File: src/rtl/instr_fetch.sv
// rtl/instr_fetch.sv - instruction fetch stage: PC, flash req/ack, decoder buffer
//
// Optional feature macro: PREFETCH_BUF_EN (two-entry instruction buffer
// instead of one, so fetch runs one word ahead while the decoder stalls).
//
// Ports:
//   clk, rst                 clock, asynchronous active-high reset
//   mem_req, mem_addr        flash read request and address (held until ack)
//   mem_ack, mem_rdata       flash read completion and data (same cycle)
//   instr, instr_addr        buffered instruction word and its flash address
//   instr_valid, instr_ready decoder handshake
//   jump_en, jump_addr       single-cycle redirect from the decoder
//   halt                     level; stops issue of new flash requests
module instr_fetch #(
  parameter int ADDR_W = 9,
  parameter int INSTR_W = 12,
  parameter logic [ADDR_W-1:0] RESET_PC = '0
) (
  input  logic               clk,
  input  logic               rst,
  output logic               mem_req,
  output logic [ADDR_W-1:0]  mem_addr,
  input  logic               mem_ack,
  input  logic [INSTR_W-1:0] mem_rdata,
  output logic [INSTR_W-1:0] instr,
  output logic [ADDR_W-1:0]  instr_addr,
  output logic               instr_valid,
  input  logic               instr_ready,
  input  logic               jump_en,
  input  logic [ADDR_W-1:0]  jump_addr,
  input  logic               halt
);

`ifdef PREFETCH_BUF_EN
  localparam int DEPTH = 2;
`else
  localparam int DEPTH = 1;
`endif

  // Request tracker: BUSY is a plain outstanding read, DROP is an outstanding
  // read whose data must be thrown away because a jump overtook it.
  typedef enum logic [1:0] {
    REQ_IDLE,
    REQ_BUSY,
    REQ_DROP
  } req_state_t;

  req_state_t        state;
  req_state_t        state_next;
  logic [ADDR_W-1:0] pc;
  logic [ADDR_W-1:0] req_addr;
  logic [1:0]        count;
  logic [1:0]        count_after_pop;
  logic              outstanding;
  logic              discard;
  logic              pop;
  logic              push;
  logic              room;

  assign outstanding     = (state != REQ_IDLE);
  assign discard         = (state == REQ_DROP);
  assign instr_valid     = (count != 2'd0);
  assign pop             = instr_valid & instr_ready;
  assign push            = mem_ack & ~discard & ~jump_en;
  // A pop in the same cycle frees its slot, which keeps 1 word/cycle with
  // a single-entry buffer.
  assign count_after_pop = count - {1'b0, pop};
  assign room            = (count_after_pop < 2'(DEPTH));
  // The pc moves on a jump even while a read is in flight, so the in-flight
  // address is held separately to keep mem_addr stable until the ack.
  assign mem_addr        = outstanding ? req_addr : pc;

  always_comb begin
    state_next = state;
    mem_req    = 1'b0;
    if (!rst) begin
      mem_req = outstanding | (~halt & ~jump_en & room);
    end
    case (state)
      REQ_IDLE: begin
        if (mem_req && !mem_ack) state_next = REQ_BUSY;
      end
      REQ_BUSY: begin
        if (mem_ack)      state_next = REQ_IDLE;
        else if (jump_en) state_next = REQ_DROP;
      end
      REQ_DROP: begin
        if (mem_ack) state_next = REQ_IDLE;
      end
      default: state_next = REQ_IDLE;
    endcase
  end

  always_ff @(posedge clk or posedge rst) begin
    if (rst) begin
      state    <= REQ_IDLE;
      pc       <= RESET_PC;
      req_addr <= '0;
    end else begin
      state <= state_next;
      if (state == REQ_IDLE && mem_req && !mem_ack) begin
        req_addr <= pc;
      end
      if (jump_en) begin
        pc <= jump_addr;
      end else if (mem_ack && !discard) begin
        pc <= pc + ADDR_W'(1);
      end
    end
  end

  always_ff @(posedge clk or posedge rst) begin
    if (rst) begin
      count <= 2'd0;
    end else if (jump_en) begin
      count <= 2'd0;
    end else begin
      count <= count + {1'b0, push} - {1'b0, pop};
    end
  end

`ifdef PREFETCH_BUF_EN
  // Two entries as a shift pair: head drives the outputs, tail waits behind.
  logic [INSTR_W-1:0] tail_instr;
  logic [ADDR_W-1:0]  tail_addr;
  logic               head_from_tail;
  logic               head_from_mem;
  logic               tail_from_mem;

  assign head_from_tail = pop & (count == 2'd2);
  assign head_from_mem  = push & ((count == 2'd0) | ((count == 2'd1) & pop));
  assign tail_from_mem  = push & (((count == 2'd1) & ~pop) | ((count == 2'd2) & pop));

  always_ff @(posedge clk or posedge rst) begin
    if (rst) begin
      instr      <= '0;
      instr_addr <= '0;
      tail_instr <= '0;
      tail_addr  <= '0;
    end else begin
      if (head_from_tail) begin
        instr      <= tail_instr;
        instr_addr <= tail_addr;
      end else if (head_from_mem) begin
        instr      <= mem_rdata;
        instr_addr <= mem_addr;
      end
      if (tail_from_mem) begin
        tail_instr <= mem_rdata;
        tail_addr  <= mem_addr;
      end
    end
  end
`else
  // Single entry: a push only happens when the entry is empty or being
  // popped in the same cycle, so it always overwrites the head.
  always_ff @(posedge clk or posedge rst) begin
    if (rst) begin
      instr      <= '0;
      instr_addr <= '0;
    end else if (push) begin
      instr      <= mem_rdata;
      instr_addr <= mem_addr;
    end
  end
`endif

endmodule
File: config.mk
export PLATFORM = sky130hd
export DESIGN_NAME = instr_fetch
export DESIGN_NICKNAME = d
export VERILOG_FILES = /design/src/rtl/instr_fetch.sv
export SDC_FILE = /design/constraint.sdc
export NUM_CORES = 1
export LEC_CHECK = 0
export CAP_MARGIN = 20
export CORE_MARGIN = 2
export CORE_UTILIZATION = 47
export CTS_CLUSTER_SIZE = 14
export DETAILED_ROUTE_END_ITERATION = 8
export GPL_ROUTABILITY_DRIVEN = 0
export PLACE_DENSITY = 0.8
export SLEW_MARGIN = 15
export SYNTH_ARGS = -nofsm -noshare
export SYNTH_HDL_FRONTEND = slang
export SYNTH_SLANG_ARGS = --single-unit
File: constraint.sdc
create_clock -name clk -period 3 [get_ports clk]
set_input_delay 0.6 -clock clk [delete_from_list [all_inputs] [get_ports clk]]
set_output_delay 0.6 -clock clk [all_outputs]
set_load 0.02 [all_outputs]
Yosys cells after proc, flatten, opt, wreduce, memory -nomap -nowiden:

Index checks and enable logic that the tools add are counted.

* add/subtract/negate cells: 4
* multipliers: 0
* divide/modulo/power cells: 0
* magnitude comparators: 1
* equal/unequal tests: 5
* shift operators: 0
* mux-type cells: 10
* bitwise logic cells: 9
* reductions and logical operators: 11

Operator list (count)
* 2-to-1 mux 9 bit: 3
* 2-to-1 mux 2 bit: 5
* adder 9 x 1 -> 9 bit (second input constant): 1
* case mux 2 bit (3 select lines): 1
* nonzero test 2 bit: 3
* bitwise AND 1 bit: 5
* logical AND 1 bit: 4
* inequality test 2 bit (second input constant): 2
* subtractor 2 x 1 -> 2 bit: 2
* inequality test 3 bit (second input constant): 1
* inverter 1 bit: 3
* AND reduction 3 bit: 1
* adder 2 x 1 -> 2 bit: 1
* == test 2 x 1 -> 1 bit (second input constant): 1
* == test 2 bit (second input constant): 1
* zero test 1 bit: 2
* zero test 2 bit: 1
* < comparator 2 x 1 -> 1 bit (second input constant): 1
* 2-to-1 mux 1 bit: 1
* bitwise OR 1 bit: 1

* register bits after elaboration: 43
* latch bits: 0
* bits in writable memories: 0
* memory bits (read-only): 0
* bits of input ports: 27
* word-level logic and storage cells: 46
* memories kept: 0

Longest topological paths before layout:

* depth after elaboration: 10
* mapped depth: 11
* depth with buffers taken out: 9

Worst setup path before layout:

Ideal clock, no wire load.

* kind: register -> register
* from: register count[1]
* to: register req_addr[0]
* setup time: 0.125 ns
* arrival time: 2.593 ns
* data required time: 2.875 ns
* setup slack: 0.282 ns
* cell stages (with the launch flop): 9
* buffers on the path: 1
* clock period less this slack: 2.718 ns
* path through: dfrtp_1 or2_2 and2_1 ha_1 xor2_1 or4_1 or4_1 buf_6 mux2_4

* cells in the longest elaborated chain, start to end: 9

RTL lines
* start, declared: RTL line 52 `logic [1:0] count;`
* start signal, assigned: RTL line 118 `count <= count + {1'b0, push} - {1'b0, pop};`
* nonzero test 2 bit: RTL line 62 `assign instr_valid = (count != 2'd0);`
* named net instr_valid: RTL line 27 `output logic instr_valid,`
* bitwise AND 1 bit: RTL line 63 `assign pop = instr_valid & instr_ready;`
* subtractor 2 x 1 -> 2 bit: RTL line 67 `assign count_after_pop = count - {1'b0, pop};`
* < comparator 2 x 1 -> 1 bit: RTL line 68 `assign room = (count_after_pop < 2'(DEPTH));`
* bitwise AND 1 bit: RTL line 77 `mem_req = outstanding | (~halt & ~jump_en & room);`
* bitwise OR 1 bit: RTL line 77
* 2-to-1 mux 1 bit: RTL line 76 `if (!rst) begin`
* logical AND 1 bit (2 in a row): RTL line 101 `if (state == REQ_IDLE && mem_req && !mem_ack) begin`
* end signal, assigned: RTL line 102 `req_addr <= pc;`
* end, declared: RTL line 51 `logic [ADDR_W-1:0] req_addr;`

The timed path passes the listed nets, and every way through them passes these cells.
A chain may end at the register's enable or synchronous reset.

Worst setup path in the final report:

* from: register count[1]
* to: register req_addr[5]

* cells in the longest elaborated chain, start to end: 9

RTL lines (RTL line)
* nonzero test 2 bit: 62
* bitwise AND 1 bit: 63
* subtractor 2 x 1 -> 2 bit *: 67
* < comparator 2 x 1 -> 1 bit *: 68
* bitwise AND 1 bit *: 77
* bitwise OR 1 bit *: 77
* 2-to-1 mux 1 bit *: 76
* logical AND 1 bit * (2 in a row): 101

Mark *: on every way between the ends. The rest lies on a longest branch, timed or not.

==> results.cfg <==
[clock_network]
clkLatencyLatePin_ns = 0.30
numCtsBuffers = 5
root_buffer = clkbuf_8
cts.sinks = 43
h-tree-depth = 2
clock_path_buffers = 2
cts_tree = yes
clk_pin_slew_ns = 0.08

[yosys]
ys_top_cells_by_count = dfrtp_1 (43), mux2_2 (24), mux2_4 (9), nand2_1 (9), xor2_1 (9)
synth_nets = 187
seq_area_frac_synth_pct = 53.18
synth_top_area_share_pct = 53.18
synth-main-ff-cell = dfrtp_1
synth.area.top_cells = dfrtp_1 (53%), mux2_2 (13%), mux2_4 (6.7%)
yosysWarnings = 0
netlist-cell-type-count = 28
synth_area_um2 = 2023
synth_top_area_cell = dfrtp_1
syn_inst = 156
synth_most_common_cell = dfrtp_1
synth-edff-count = 0
syn_area_per_cell_um2 = 12.97
synthArstFlopShare_pct = 100.0
synth_seq_cells = 43

[timing]
drv_slew = 0
finalSetupViolations = 0
post-route-period-util_pct = 94.78
post-route-worst-setup-slack_ns = 0.1565
worstMarginPinSlew_ns = 0.6750
fin_skew_ns = 0.006670
finalHoldViolations = 0
max_freq_ghz = 0.3517
rsz0062_at_grt = no
slew_headroom_pct = 54.93
finalCriticalPeriod_ns = 2.843

[final_layout]
layout-drive-gt1-share_pct = 25.33
diodes = 0
nNetsFinal = 255
multi_input_area_um2 = 905.9
area_growth_pct = 39.64
final_core_util_pct = 69.63
regArea_um2 = 1076
nFillCells = 290

[detailed_routing]
viasPerCell = 5.338
vias = 1468
drt_iter0_markers = 70
ant_nets = 0
detail_route.wirelength_mm = 4.554
wl_per_cell_um = 16.56
drt_first_pass_iters = 4
remaining_drc_errors = 0

[global_routing]
grt_antenna_before_repair = 0
grt_pass1_vias = 1574
grt_pass1_wl_mm = 7.638
grt_use_total_pct = 20.14
overflow = 0
grt_start_max_net_pins = 33

[floorplan]
die_w_um = 69.61
rows = 23
die_area_um2 = 4846
initial_core_util_pct = 49.86
coreArea_um2 = 4058
io_pins = 59
die_y_um = 69.61

[setup_path]
crit_path_start = count[1]
crit_type = flop to flop
r2r-start = count[1]
start_kind = flop
cp_data_required_time_ns = 3.19
crit_fanout = 5
cp.arrival_ns = 3.04
end_kind = flop

[power]
p_per_area_nw_per_um2 = 745.7
vdd_drop_max_v = 0.0004830
p_leak_uw = 0.001261

[placement]
port_buffers = 58
pre_cts_ws_ns = -0.3797
dp_hpwl_mm = 3.308

[min_path]
worstHoldPathType = flop to flop
hold_start = instr[1]

[flow_run]
cap_violations = 0

[run_status]
outcome = completed
[what timing repair did]
item / CTS / global route
resized for setup: 4 / 3
pin swaps: 0 / 1
endpoints found under the setup margin: 1 / 1
setup buffers: 0 / 1
hold buffers: 0 / 0
[worst max-delay path: stages (launching register included)]
cell	delay [ns]
dfrtp_1	0.39
or2_2	0.32
and2_1	0.18
ha_1	0.19
xor2_1	0.16
or4_1	0.54
or4_1	0.47
buf_4	0.20
mux2_4	0.30
[per-layer routing]
| layer | track usage, % | wire (µm) |
|---|---|---|
| met1 | 24.62 | 1975 |
| met3 | 5.669 | 230 |
| met5 | 0 | 0 |
| met4 | 8.547 | 118 |
| met2 | 33.44 | 2230 |
[power breakdown]
group | switching [µW] | internal, µW
clock network | 200 | 248
registers | 104 | 735
logic | 354 | 467
total | 658 | 1450
[kinds of logic after synthesis]
family / Yosys count / share of synthesized area, %
compound gates: 10 / 2.474
simple gates: 35 / 9.585
xor+xnor: 11 / 4.762
buf+inv: 11 / 2.535
flops: 43 / 53.18
mux: 42 / 24.98
fa+ha+maj: 4 / 2.474
[metrics by stage]
step | instance area (µm²) | hold WS (ns) | setup TNS (ns) | std cells | power (µW)
finish | 2825 | 0.4946 | 0 | 275 | 2107
global route | 2825 | 0.5241 | 0 | 275 | 2227
CTS | 2808 | 0.4985 | 0 | 274 | 2106
detailed placement | 2700 | 0.4791 | -1.055 | 266 | 1651
global placement | 2700 | 0.4680 | -0.3197 | 266 | 1612
floorplan | 2023 | 0.4580 | 0 | 156 | 1294
[area by class of cell]
cell class,count,area share (%)
repair buffers,68,23.12
inverters,4,0.5314
clock buffers,5,2.436
flip-flops and latches,43,38.09
multi-input cells,102,32.06
clock inverters,3,1.550
well taps,50,2.214
[placed cells by master (no fill, tap or decap)]
| master | n |
|---|---|
| clkdlybuf4s50_1 | 57 |
| dfrtp_1 | 43 |
| mux2_2 | 24 |
| buf_4 | 11 |
| xor2_1 | 9 |
| nand2_1 | 9 |
| mux2_4 | 9 |
| o21ai_0 | 8 |
| mux2_1 | 8 |
| clkbuf_8 | 5 |
| nand4_1 | 4 |
| ha_1 | 4 |
| and3_1 | 3 |
| inv_1 | 3 |
| nand3_1 | 3 |
| nand2b_1 | 2 |
| and4_1 | 2 |
| or4_1 | 2 |
| nor2_1 | 2 |
| and2_1 | 2 |
| xnor2_1 | 2 |
| nand3b_1 | 1 |
| a21oi_1 | 1 |
| nor3_1 | 1 |
| nor2_2 | 1 |
| or2_2 | 1 |
| nor2b_1 | 1 |
| or3_4 | 1 |
| a21oi_2 | 1 |
| inv_2 | 1 |
| mux2i_1 | 1 |
| bufinv_16 | 1 |
| clkinv_4 | 1 |
| clkinv_2 | 1 |
[sequential cells by signal, indices dropped and copies added, names as in the netlist]
name and count:
count 2, instr 12, instr_addr 9, pc 9, req_addr 9, state 2
[worst paths after layout]
kind | slack (ns) | end | cells past startpoint
max | 0.16 | req_addr[5] | 8
min | 0.49 | instr[1] | 1
max reg2reg | 0.16 | req_addr[5] | 8
min reg2reg | 0.49 | instr[1] | 1
max in group asynchronous | 1.61 | instr[2] | 3
min in group asynchronous | 0.82 | req_addr[5] | 2
No activity file was read; power rests on OpenSTA's default activity.
